<file path="src/rtl/nmc_launch_ctrl.sv">
// NM-Carus kernel launcher: BOOT_PC -> FETCH_EN -> START -> wait DONE, timed and watchdogged.
// START pulses CfgSetupCycles+1 cycles after accept; response holds until rsp_ready_i, one launch at a time.
module nmc_launch_ctrl #(
  parameter int unsigned AddrWidth      = 32,
  parameter int unsigned CntWidth       = 32,
  parameter int unsigned TimeoutCycles  = 100000,
  parameter int unsigned CfgSetupCycles = 2
) (
  input  logic                 clk_i,
  input  logic                 rst_ni,
  input  logic                 req_valid_i,
  output logic                 req_ready_o,
  input  logic [AddrWidth-1:0] req_boot_pc_i,
  input  logic                 abort_i,
  output logic [AddrWidth-1:0] carus_boot_pc_o,
  output logic                 carus_fetch_en_o,
  output logic                 carus_start_o,
  input  logic                 carus_done_i,
  output logic                 busy_o,
  output logic                 rsp_valid_o,
  input  logic                 rsp_ready_i,
  output logic [1:0]           rsp_status_o,
  output logic [CntWidth-1:0]  rsp_cycles_o
);

  typedef enum logic [2:0] {
    ST_IDLE  = 3'd0,
    ST_CFG   = 3'd1,
    ST_START = 3'd2,
    ST_RUN   = 3'd3,
    ST_RESP  = 3'd4
  } state_e;

  localparam logic [1:0] StatusOk      = 2'b00;
  localparam logic [1:0] StatusTimeout = 2'b01;
  localparam logic [1:0] StatusAborted = 2'b10;

  localparam int unsigned SetupWidth = (CfgSetupCycles > 1) ? $clog2(CfgSetupCycles) : 1;
  localparam logic [SetupWidth-1:0] SetupLast = SetupWidth'(CfgSetupCycles - 1);
  localparam logic [CntWidth-1:0]   CntMax    = {CntWidth{1'b1}};
  localparam bit                    TimeoutEn = (TimeoutCycles != 0);
  localparam logic [63:0]           TimeoutVal = 64'(TimeoutCycles);

  state_e                 state_q, state_d;
  logic [SetupWidth-1:0]  setup_q, setup_d;
  logic [CntWidth-1:0]    cnt_q, cnt_d;
  logic [1:0]             status_q, status_d;
  logic [AddrWidth-1:0]   boot_pc_q, boot_pc_d;
  logic                   timeout_hit;

  // Compared at full width so a limit above the counter range simply never fires.
  assign timeout_hit = TimeoutEn && (64'(cnt_q) == TimeoutVal);

  always_ff @(posedge clk_i or negedge rst_ni) begin
    if (!rst_ni) begin
      state_q <= ST_IDLE;
    end else begin
      state_q <= state_d;
    end
  end

  always_comb begin
    state_d   = state_q;
    setup_d   = setup_q;
    cnt_d     = cnt_q;
    status_d  = status_q;
    boot_pc_d = boot_pc_q;
    unique case (state_q)
      ST_IDLE: begin
        if (req_valid_i) begin
          boot_pc_d = req_boot_pc_i;
          cnt_d     = '0;
          setup_d   = '0;
          state_d   = ST_CFG;
        end
      end
      ST_CFG: begin
        if (abort_i) begin
          status_d = StatusAborted;
          state_d  = ST_RESP;
        end else if (setup_q == SetupLast) begin
          state_d = ST_START;
        end else begin
          setup_d = setup_q + SetupWidth'(1);
        end
      end
      ST_START: begin
        cnt_d   = CntWidth'(1);
        state_d = ST_RUN;
      end
      ST_RUN: begin
        // DONE wins over abort, abort wins over the watchdog; the count freezes on exit.
        if (carus_done_i) begin
          status_d = StatusOk;
          state_d  = ST_RESP;
        end else if (abort_i) begin
          status_d = StatusAborted;
          state_d  = ST_RESP;
        end else if (timeout_hit) begin
          status_d = StatusTimeout;
          state_d  = ST_RESP;
        end else if (cnt_q != CntMax) begin
          cnt_d = cnt_q + CntWidth'(1);
        end
      end
      ST_RESP: begin
        if (rsp_ready_i) begin
          state_d = ST_IDLE;
        end
      end
      default: state_d = ST_IDLE;
    endcase
  end

  // Control outputs are registered from the next state so they line up with state_q.
  always_ff @(posedge clk_i or negedge rst_ni) begin
    if (!rst_ni) begin
      setup_q          <= '0;
      cnt_q            <= '0;
      status_q         <= StatusOk;
      boot_pc_q        <= '0;
      req_ready_o      <= 1'b1;
      carus_fetch_en_o <= 1'b0;
      carus_start_o    <= 1'b0;
      busy_o           <= 1'b0;
      rsp_valid_o      <= 1'b0;
    end else begin
      setup_q          <= setup_d;
      cnt_q            <= cnt_d;
      status_q         <= status_d;
      boot_pc_q        <= boot_pc_d;
      req_ready_o      <= (state_d == ST_IDLE);
      carus_fetch_en_o <= (state_d == ST_CFG) || (state_d == ST_START) || (state_d == ST_RUN);
      carus_start_o    <= (state_d == ST_START);
      busy_o           <= (state_d != ST_IDLE);
      rsp_valid_o      <= (state_d == ST_RESP);
    end
  end

  assign carus_boot_pc_o = boot_pc_q;
  assign rsp_status_o    = status_q;
  assign rsp_cycles_o    = cnt_q;

endmodule

</file>
<file path="config.mk">
export PLATFORM = sky130hd
export DESIGN_NAME = nmc_launch_ctrl
export DESIGN_NICKNAME = d
export VERILOG_FILES = /design/src/rtl/nmc_launch_ctrl.sv
export SDC_FILE = /design/constraint.sdc
export NUM_CORES = 1
export LEC_CHECK = 0
export CORE_MARGIN = 1.5
export CORE_UTILIZATION = 30
export DETAILED_ROUTE_END_ITERATION = 12
export GPL_ROUTABILITY_DRIVEN = 0
export PLACE_DENSITY_LB_ADDON = 0.2
export SLEW_MARGIN = 20
export SYNTH_ARGS = -nofsm -noshare
export SYNTH_HDL_FRONTEND = slang
export SYNTH_SLANG_ARGS = --single-unit
</file>
<file path="constraint.sdc">
create_clock -name clk_i -period 3.3 [get_ports clk_i]
set_clock_uncertainty 0.2 [all_clocks]
set_input_delay 0.495 -clock clk_i [delete_from_list [all_inputs] [get_ports clk_i]]
set_output_delay 0.495 -clock clk_i [all_outputs]
set_load 0.01 [all_outputs]
</file>
==> results.md <==
* Status: complete, no violations
* Via Count at 3,273
* Synthesized area per cell at 10.4 um2
* I/O pins at 109
* EDFF count, synth at 0
* Total Routing Usage GR at 16.4%
* Instance count on the critical path at 6
* Arrival time at the worst endpoint at 2.77 ns
* Slowest CP cell: or4_1
* Largest incremental delay on the critical path at 0.66 ns
* Final setup fails at 0
* Final Hold Fails at 0
* Routed wire per std cell at 16.7 um
* Delay-heaviest family, CP: simple AND/OR/NAND/NOR gates
* Clock slew at reported path FFs at 0.06 ns
* Kind of critical path: primary input to flop
* Fmax at 369 MHz
* Setup repair after global routing missed its margin: false
* Post-Syn Area at 0.00368 mm2
* H-Tree Depth at 3
* Largest net degree at the start of global routing at 76
* Clock sink total at 75
* Core ar. at 0.0120 mm2
* Hold_ws at 0.0957 ns
* Diodes inserted at 0
* Slew HR at 35.5%
* Tot Pwr at 3.85 mW
* Share of layout cells above drive strength 1 at 13.4%
* Placed cells at 594
* CP Max Fanout at 7
* Syn. warnings at 0
* Number of max-cap violations at 0
* CTS max path bufs at 2
* Max-slew violations at 0
* Crit end category: flop
* Row count at 40
* Hold Buf Count CTS at 0
* Top post-synthesis cells by area: dfrtp_1 50%, mux2_2 9.8%, a21oi_1 3.7%
* PD cells at 738 mW/mm2
* Worst path cell trace: clkdlybuf4s50_1 -> or3b_1 -> a21o_1 -> or4_1 -> or3_1 -> a21oi_1
* CTS tree: done
* DR iter-0 viols at 216
* WP buf/inv at 1
* Worst-skew pair later-pin latency at 0.34 ns
* Final ANT Viol Nets at 0
* Worst r2r path cells at 7
* Chip width at 114 um
* Setup Buffers After CTS at 0
* Port Buf Inserts at 108
* CP Launch Type: primary input
* Syn Nets at 395
* Die Height at 114 um
* Grt ovf at 0
* First-pass GRT wire length at 16,600 um
* Routed wire length at 10,200 um
* CP Data Required Time at 3.36 ns
* Synthesized flop and latch total at 75
* Vias in the first global route at 3,325
* Layout Cells excl Fill at 610
* Area Growth Syn to Fin at 41.5%
* CTS Buf Count at 9
* Vias per cell at 5.37
* GRT Max-Usage Layer: met2
* Setup TNS at 0 ns
* Yosys top cell area share at 50.3%
* Hold/Removal Path Class: primary input to async pin
* Root Driver: clkbuf_16
* Initial Util at 30.7%
* Die area at 0.0130 mm2
* Top FF cell, synth: dfrtp_1
* HPWL after DPL at 7290 um
* Least-Margin Pin Slew at 0.967 ns
* Global-route met1 utilization at 21.6%
* CTS resizes at 0
* Met3 global-route usage at 4.89%
* Post-synthesis cell count at 355
* Synth cell types at 44
* Period utilization at 82.1%
* Largest area contributor in the netlist: dfrtp_1
* Initial antenna violation count at 0
* TritonRoute pass-1 iters at 4
* Seq/Total Area, Yosys at 51.0%
* Min cycle time layout at 2.71 ns
* P_leak at 2.05 nW
* DRC viols at 0
* Share of synthesized registers carrying an async set or reset at 100%
* GRT met2 Usage at 25.5%
* Layout net count at 498
* Max VDD drop at 0.000488 V
==> layer usage <==
layer,wire (um),vias to the layer above
met4,183,0
li1,-,1554
met1,4720,1603
met3,684,17
met2,4610,99
met5,0,-
==> area by class of cell <==
type	instances	area [um2]
fill	1189	6800
sequential	75	1880
multi-input combinational	251	1680
timing repair buffer	114	1120
clock buffer	9	225
tap	147	184
clock inverter	7	98.8
inverter	7	26.3
==> flip-flops by register name, summed over array words and instances, names as in the netlist <==
name,cells
carus_boot_pc_o,32
rsp_cycles_o,32
state_q,3
rsp_status_o,2
busy_o,1
carus_fetch_en_o,1
carus_start_o,1
req_ready_o,1
rsp_valid_o,1
setup_q,1
==> logic make-up (layout without fill, tap and decap cells) <==
| family | Yosys count | in the layout | synth area share [%] |
|---|---|---|---|
| buffers and inverters | 29 | 137 | 3.63 |
| DFF | 75 | 75 | 51.0 |
| muxes | 34 | 34 | 10.3 |
| xor gates and xnor gates | 1 | 1 | 0.238 |
| adders and majority gates | 2 | 2 | 0.679 |
| and+or+nand+nor | 139 | 139 | 21.5 |
| AOI/OAI and AO/OA | 75 | 75 | 12.7 |
==> Yosys cell counts (2+ instances only) <==
master and count:
a21o_1 2, a21oi_1 27, a41o_1 3, and2_1 2, and3_1 8, and4_1 5
buf_2 7, buf_6 2, clkbuf_1 12, dfrtp_1 74, ha_1 2, inv_1 7
mux2_2 32, mux2i_1 2, nand2_1 26, nand3_1 17, nand4_1 12, nor2_1 15
nor2b_1 2, nor3_1 3, nor3b_1 2, nor4_1 11, o21ai_0 17, o21bai_1 3
o31ai_1 15, or2_2 2, or3_1 12, or4_1 17
==> where the power goes <==
group	internal, mW	leakage [nW]	switching [mW]	total, mW
sequential	1.19	0.957	0.167	1.35
clock	0.667	0.156	0.404	1.07
combinational	0.789	0.940	0.636	1.43
==> final timing paths <==
check | to | slack (ns) | from
setup reg to reg | rsp_cycles_o[27]$_DFFE_PN0P_ | 0.68 | rsp_cycles_o[0]$_DFFE_PN0P_
hold / removal | rsp_cycles_o[18]$_DFFE_PN0P_ | 0.1 | rst_ni
max in group asynchronous | carus_boot_pc_o[20]$_DFFE_PN0P_ | 2.16 | rst_ni
setup / recovery | rsp_cycles_o[28]$_DFFE_PN0P_ | 0.59 | abort_i
hold reg to reg | carus_boot_pc_o[18]$_DFFE_PN0P_ | 0.31 | carus_boot_pc_o[18]$_DFFE_PN0P_
min in group clk_i | carus_boot_pc_o[18]$_DFFE_PN0P_ | 0.31 | carus_boot_pc_o[18]$_DFFE_PN0P_
==> layout by cell type (no fill, tap or decap), types with 2 or more instances in the layout <==
| cell type | instances |
|---|---|
| or2_2 | 2 |
| nand4_1 | 12 |
| and4_1 | 5 |
| a21o_1 | 2 |
| nor2_1 | 15 |
| buf_4 | 7 |
| bufinv_16 | 2 |
| and3_1 | 8 |
| inv_6 | 2 |
| inv_1 | 7 |
| nor4_1 | 11 |
| mux2i_1 | 2 |
| o21ai_0 | 17 |
| o31ai_1 | 15 |
| clkbuf_16 | 9 |
| nand3_1 | 17 |
| mux2_2 | 32 |
| clkdlybuf4s50_1 | 107 |
| ha_1 | 2 |
| a41o_1 | 3 |
| a21oi_1 | 27 |
| o21bai_1 | 3 |
| nor3_1 | 3 |
| or4_1 | 17 |
| or3_1 | 12 |
| dfrtp_1 | 74 |
| and2_1 | 2 |
| nor3b_1 | 2 |
| nor2b_1 | 2 |
| nand2_1 | 26 |
==> metrics by stage <==
| step | worst slack [ns] | instance area, um2 | util, % |
|---|---|---|---|
| finish | 0.591 | 5220 | 43.4 |
| global route | 0.453 | 5220 | 43.4 |
| CTS | 0.600 | 5220 | 43.4 |
| detailed placement | 0.251 | 4890 | 40.7 |
| global placement | 0.298 | 4890 | 40.7 |
| floorplan | 0.895 | 3680 | - |
(Power assumes the default switching activity.)
